### src/rtl/adapter_axi_stream_2_ppfifo.sv
// AXI Stream ingress adapter: packs accepted beats into one-hot ping-pong FIFO write buffers.
// Optional build macro ADAPTER_AXI_STREAM_2_PPFIFO_KEEP_FILTER_EN drops beats with tkeep==0.
module adapter_axi_stream_2_ppfifo #(
  parameter int DATA_WIDTH         = 32,
  parameter int STROBE_WIDTH       = DATA_WIDTH / 8,
  parameter int MAP_USER_TO_PPFIFO = 1,
  parameter int USER_COUNT         = 1
) (
  input  logic                             i_axi_clk,
  input  logic                             rst_n,
  input  logic [3:0]                       i_axi_user,
  input  logic [DATA_WIDTH-1:0]            i_axi_data,
  input  logic [STROBE_WIDTH-1:0]          i_axi_keep,
  input  logic                             i_axi_last,
  input  logic                             i_axi_valid,
  output logic                             o_axi_ready,
  input  logic [1:0]                       i_ppfifo_rdy,
  output logic [1:0]                       o_ppfifo_act,
  input  logic [23:0]                      i_ppfifo_size,
  output logic                             o_ppfifo_stb,
  output logic [DATA_WIDTH+USER_COUNT-1:0] o_ppfifo_data
);

  typedef enum logic [1:0] {IDLE, READY, RELEASE} state_t;

  state_t                           r_state, w_state_nxt;
  logic [1:0]                       r_act, w_act_nxt;
  logic [23:0]                      r_count, w_count_nxt;
  logic                             r_stb, w_stb_nxt;
  logic [DATA_WIDTH+USER_COUNT-1:0] r_data, w_data_nxt;
  logic                             w_ready, w_accept, w_write;
  logic [USER_COUNT-1:0]            w_user;
  logic [23:0]                      w_count_inc;
  logic                             w_unused;

  assign w_user = (MAP_USER_TO_PPFIFO != 0) ? i_axi_user[USER_COUNT-1:0] : '0;

  // Gated by rst_n so no handshake can complete on the edge that resets the buffer.
  assign w_ready     = rst_n && (r_state == READY) && (r_count < i_ppfifo_size);
  assign w_accept    = i_axi_valid && w_ready;
  assign w_count_inc = r_count + 24'd1;

`ifdef ADAPTER_AXI_STREAM_2_PPFIFO_KEEP_FILTER_EN
  assign w_write  = w_accept && (i_axi_keep != '0);
  assign w_unused = ^i_axi_user;
`else
  assign w_write  = w_accept;
  assign w_unused = ^{i_axi_keep, i_axi_user};
`endif

  always_comb begin
    w_state_nxt = r_state;
    w_act_nxt   = r_act;
    w_count_nxt = r_count;
    w_stb_nxt   = 1'b0;
    w_data_nxt  = r_data;
    case (r_state)
      IDLE: begin
        if ((r_act == 2'b00) && (i_ppfifo_rdy != 2'b00)) begin
          w_act_nxt   = i_ppfifo_rdy[0] ? 2'b01 : 2'b10;
          w_count_nxt = '0;
          w_state_nxt = READY;
        end
      end
      READY: begin
        if (r_count >= i_ppfifo_size) begin
          w_state_nxt = RELEASE;
        end else if (w_accept) begin
          if (w_write) begin
            w_stb_nxt   = 1'b1;
            w_data_nxt  = {w_user, i_axi_data};
            w_count_nxt = w_count_inc;
          end
          // act stays high through RELEASE so the final strobe lands inside the buffer.
          if (i_axi_last || (w_write && (w_count_inc >= i_ppfifo_size)))
            w_state_nxt = RELEASE;
        end
      end
      RELEASE: begin
        w_act_nxt   = 2'b00;
        w_state_nxt = IDLE;
      end
      default: begin
        w_act_nxt   = 2'b00;
        w_state_nxt = IDLE;
      end
    endcase
  end

  always_ff @(posedge i_axi_clk) begin
    if (!rst_n) begin
      r_state <= IDLE;
      r_act   <= 2'b00;
      r_count <= '0;
      r_stb   <= 1'b0;
      r_data  <= '0;
    end else begin
      r_state <= w_state_nxt;
      r_act   <= w_act_nxt;
      r_count <= w_count_nxt;
      r_stb   <= w_stb_nxt;
      r_data  <= w_data_nxt;
    end
  end

  assign o_axi_ready   = w_ready;
  assign o_ppfifo_act  = r_act;
  assign o_ppfifo_stb  = r_stb;
  assign o_ppfifo_data = r_data;

endmodule

### config.mk
export PLATFORM = sky130hd
export DESIGN_NAME = adapter_axi_stream_2_ppfifo
export DESIGN_NICKNAME = d
export VERILOG_FILES = /design/src/rtl/adapter_axi_stream_2_ppfifo.sv
export SDC_FILE = /design/constraint.sdc
export NUM_CORES = 1
export LEC_CHECK = 0
export ABC_CLOCK_PERIOD_IN_PS = 3100
export BUFFER_PORTS_ARGS = -buffer_cell sky130_fd_sc_hd__buf_2
export CAP_MARGIN = 0
export CORE_MARGIN = 5
export CORE_UTILIZATION = 30
export DETAILED_ROUTE_END_ITERATION = 10
export PLACE_DENSITY_LB_ADDON = 0.2
export SETUP_SLACK_MARGIN = 0.15
export SYNTH_ARGS = -nofsm -noshare
export SYNTH_HDL_FRONTEND = slang
export SYNTH_SLANG_ARGS = --single-unit
### constraint.sdc
create_clock -name i_axi_clk -period 3.1 [get_ports i_axi_clk]
set_input_delay 0.31 -clock i_axi_clk [delete_from_list [all_inputs] [get_ports i_axi_clk]]
set_output_delay 0.31 -clock i_axi_clk [all_outputs]
set_load 0.03 [all_outputs]
### Word level (Yosys, flattened, before mapping)

Index checks and enable logic that the tools add are counted.

* $add $sub $neg: 1
* magnitude comparators: 3
* equal/unequal tests: 6
* muxes and demuxes: 13
* bitwise gates (word level): 3
* reductions and logical operators: 15

Operator list (number)
* $mux W24: 3
* $ge A24 B24 Y1: 2
* $pmux W24 S2: 1
* $add A24 B1 Y24 const B: 1
* $lt A24 B24 Y1: 1
* $mux W2: 6
* $pmux W2 S2: 2
* $ne A2 B2 Y1 const B: 3
* $reduce_and A3 Y1: 2
* $logic_and A1 B1 Y1: 5
* $logic_not A2 Y1: 2
* $reduce_and A4 Y1: 1
* $reduce_bool A2 Y1: 2
* $ne A3 B1 Y1 const B: 1
* $ne A3 B2 Y1 const B: 1
* $not A1 Y1: 3
* $reduce_or A3 Y1: 1
* $eq A2 B1 Y1 const B: 1
* $reduce_and A2 Y1: 1
* $logic_or A1 B1 Y1: 1
* $mux W1: 1

* register bits: 62
* input bits: 70
* output and inout bits: 37
* logic and storage cells: 46

### Depth between registers and ports, before layout

* depth after elaboration: 10
* depth in mapped cells: 16
* depth with buffers taken out: 14

### Worst setup path after synthesis

OpenSTA, ideal clock, no wires.

* path type: register to register
* start point: reg r_count[0]
* end point: reg r_state[1]
* setup time: 0.115 ns
* arrival time: 3.028 ns
* required time: 2.985 ns
* slack: -0.043 ns
* stages on the path, launching flop included: 15
* path buffers: 1
* clock period less this slack: 3.143 ns
* path through: dfxtp_1 > ha_1 > nand3_1 > or3_1 > buf_6 > nor3_1 > xnor2_1 > ha_1 > nand4_1 > nor4_1 > a221oi_1 > o21ai_0 > a311oi_1 > o21ai_0 > and2_1

* longest elaborated chain between the ends: 7
* elaborated cells on any way between the ends: 13
* those cells by class: add/sub: 1; order compare: 3; eq/ne: 2; mux: 2; reduce/logical: 5

Ends and longest elaborated chain
* start: declaration: RTL line 28 `logic [23:0] r_count, w_count_nxt;`
* start signal: assignment: RTL line 100 `r_count <= w_count_nxt;`
* branches (longest 7 deep; another with $add A24 B1 Y24)
* end signal: assignment: RTL line 98 `r_state <= w_state_nxt;`
* end: declaration: RTL line 26 `state_t r_state, w_state_nxt;`

Parallel ways; which one is timed is not known.
A chain may end at the register's enable or synchronous reset.

### Final worst setup path

* start point: reg r_count[8]
* end point: reg r_state[1]

Same word-level chain as after synthesis.

==> results.ini <==
[outcome]
outcome=complete, but fails checks
failed_checks=negative setup slack

[global_routing]
antenna_found_initial=0
grt_overflow_total=0
grt_usage_pct=15.2
grt_pass1_wl_microns=18200
grt_max_degree=48
grt_pass1_vias=3748

[synth]
ys_warn_count=0
synthDominantCellAreaShare_pct=32.2
yosysMostFrequentCell=nand2_1
synth_cell_types=47
syn_nets=615
synth_cells=496
ys_async_sr_fraction_pct=0
synth_edf_count=0
ys.flop_type=dfxtp_1
synth_top_cell_by_area=dfxtp_1
yosys_register_bits=62
yosysSeqAreaShare_pct=32.2
avgSynthCellArea_sq_um=7.77
synth_area_sq_um=3850
synth.area.top_cells=dfxtp_1 (32%), ha_1 (16%), nand2_1 (9.3%)
synth.top_cells.by_count=nand2_1 (95), a21oi_1 (63), dfxtp_1 (62)

[clock_tree]
htree_num_levels=3
root_buffer=clkbuf_16
clockBufferDepth=2
clkLatencyLatePin_ns=0.34
tritoncts=built
clk_pin_slew_worst_paths_ns=0.06
clock-sinks=62
hold_buffers=0
cts_buffers=9

[setup_path]
max_stage_delay_ns=0.34
crit_chain=nand4_1, or2_4, or3_4, buf_8, nor2_4, nand2_2, xnor2_2, ha_1, nand4_1, nor4_1, buf_4, a221oi_2, o21ai_1, a311oi_1, o21ai_1, and2_1
regToRegEndpoint=r_state[1]$_SDFFE_PN0P_
slowest_stage=or3_4
critPathKind=register to register
worst-path-max-fanout=5
r2r_cells=16
regToRegSetupSlack_ns=-0.01
crit_path_start_kind=register
worstSetupEndpointType=register
required_ns=3.33
worstReg2RegStart=r_count[8]$_SDFFE_PN0P_
cp.arrival_ns=3.34

[route]
wl_microns=11600
drt.antenna.violating_nets=0
drt_first_iter_violations=199
drt-pass1-iter-count=4
wl_per_cell_microns=14.1
drc=0
vias_per_cell=4.74
vias=3885

[hold_path]
holdPathEnd=o_ppfifo_data[10]$_SDFFE_PN0P_
min_path_type=input port to register
min_from=i_axi_data[10]
holdPathStages=3

[floorplan]
die_w_microns=123
core_sq_um=12600
row_count=41
dieArea_sq_um=15200
pin_count=107
chipHeight_microns=123
start_util_pct=30.5

[final_layout]
diodes=0
layout.cells.non_filler=820
fillCellCount=1354
drive_gt1_share_pct=29.9
multi_input_area_sq_um=2440
seq_area_sq_um=1250
fin_nets=762
syn2layout_area_growth_pct=37.3

[sta]
whs_ns=0.206
maxSlewHeadroom_pct=55.3
worst_slew_pin_slew_ns=0.668
fin_skew_ns=0.00830
rsz0062_at_grt=yes
hold_viol=0
fmax_mhz=321
setup_ws_ns=-0.0110
slew_viol_final=0
post-route-min-period_ns=3.11
setup_viol=1
period_share_pct=100

[pwr]
power.density_nw_per_um2=429
leakagePower_uw=0.00258
peakVddDrop_uv=280

[flow_run]
maxCapViolCount=0

[placement]
dp_hpwl_microns=8830
dp_cells=794
portBuffers=99
routabilityCongestion=0.837

[kinds of logic (layout without fill, tap and decap cells)]
| group | after synthesis | after routing | synth area share (%) |
|---|---|---|---|
| AND/OR/NAND/NOR | 184 | 184 | 22.5 |
| adder cells (fa/ha/maj) | 49 | 49 | 15.9 |
| AO/OA/AOI/OAI | 124 | 124 | 18.4 |
| flip-flops | 62 | 62 | 32.2 |
| buffers and inverters | 55 | 207 | 6.01 |
| XOR/XNOR | 22 | 22 | 5.00 |
[timing repair]
action                     4_1_cts  5_1_grt
pin swaps                        5        9
setup endpoints to repair       22       53
setup buffers                    4        6
gates resized for setup          9        6
hold endpoints to repair         0        0
[registers in the layout (all words and copies together) (netlist names)]
register	count
o_ppfifo_data	33
r_count	24
o_ppfifo_act	2
r_state	2
o_ppfifo_stb	1
[placed cells by master (no fill, tap or decap), drive strengths merged, types with 2 or more instances in the layout]
cell,count
dfxtp,62
and3,4
nor4,4
inv,33
nor2,28
o21a,3
nand3,16
nor3,7
a211oi,2
xor2,8
and4,4
nor2b,5
buf,158
o31ai,8
clkinv,4
a31oi,7
o211ai,2
clkbuf,10
or3,4
ha,49
and2,4
xnor2,14
o21ai,28
nand4,9
a21oi,63
nand2,95
[report_power, final]
group	leakage [uW]	internal, uW	switching (uW)
clock network	0.000153	649	393
logic	0.00192	137	244
registers	0.000504	827	17.7
[metal layers]
layer	vias up	wire length (microns)	global-route usage (%)
met3	13	651	2.70
met4	0	129	4.15
li1	2020	-	-
met5	-	0	0
met1	1755	5130	19.8
met2	97	5670	25.9
[worst max-delay path by stage]
stage                                  from                 endpoint  slack [ns]  cells after the start
detailed placement  r_count[9]$_SDFFE_PN0P_  r_state[1]$_SDFFE_PN0P_       -0.15                     16
floorplan           r_count[7]$_SDFFE_PN0P_  r_state[1]$_SDFFE_PN0P_        0.16                     16
global route        r_count[8]$_SDFFE_PN0P_  r_state[1]$_SDFFE_PN0P_       -0.21                     16
CTS                 r_count[7]$_SDFFE_PN0P_  r_state[1]$_SDFFE_PN0P_       -0.08                     16
finish              r_count[8]$_SDFFE_PN0P_  r_state[1]$_SDFFE_PN0P_       -0.01                     16
global placement    r_count[1]$_SDFFE_PN0P_  r_state[1]$_SDFFE_PN0P_       -0.05                     16
[through the flow]
stage | utilization [%] | TNS (ns) | worst slack [ns] | total power, uW | cell area [sq um]
2_1_floorplan | - | 0 | 0.163 | 1080 | 3880
6_report | 41.9 | -0.0110 | -0.0110 | 2270 | 5290
3_5_place_dp | 38.4 | -0.230 | -0.146 | 1240 | 4850
4_1_cts | 41.3 | -0.0825 | -0.0763 | 2290 | 5210
5_1_grt | 41.9 | -0.413 | -0.210 | 2370 | 5290
3_3_place_gp | 38.4 | -0.0467 | -0.0467 | 1230 | 4850
[worst max-delay path: cells and delay by family (launching register included)]
| kind | cells | cell delay [ns] |
|---|---|---|
| and+or+nand+nor | 8 | 1.21 |
| adders and majority gates | 1 | 0.30 |
| xor gates and xnor gates | 1 | 0.15 |
| AOI/OAI and AO/OA | 4 | 0.72 |
| buffers and inverters | 2 | 0.29 |
| DFF | 1 | 0.33 |
[layout make-up]
type,count,area share (%)
multi-input cells,379,46.1
flip-flops and latches,62,23.6
repair buffers,158,18.0
clock buffers,10,4.52
well taps,172,4.07
inverters,33,2.41
clock inverters,6,1.32
No activity file was read; power rests on OpenSTA's default activity.
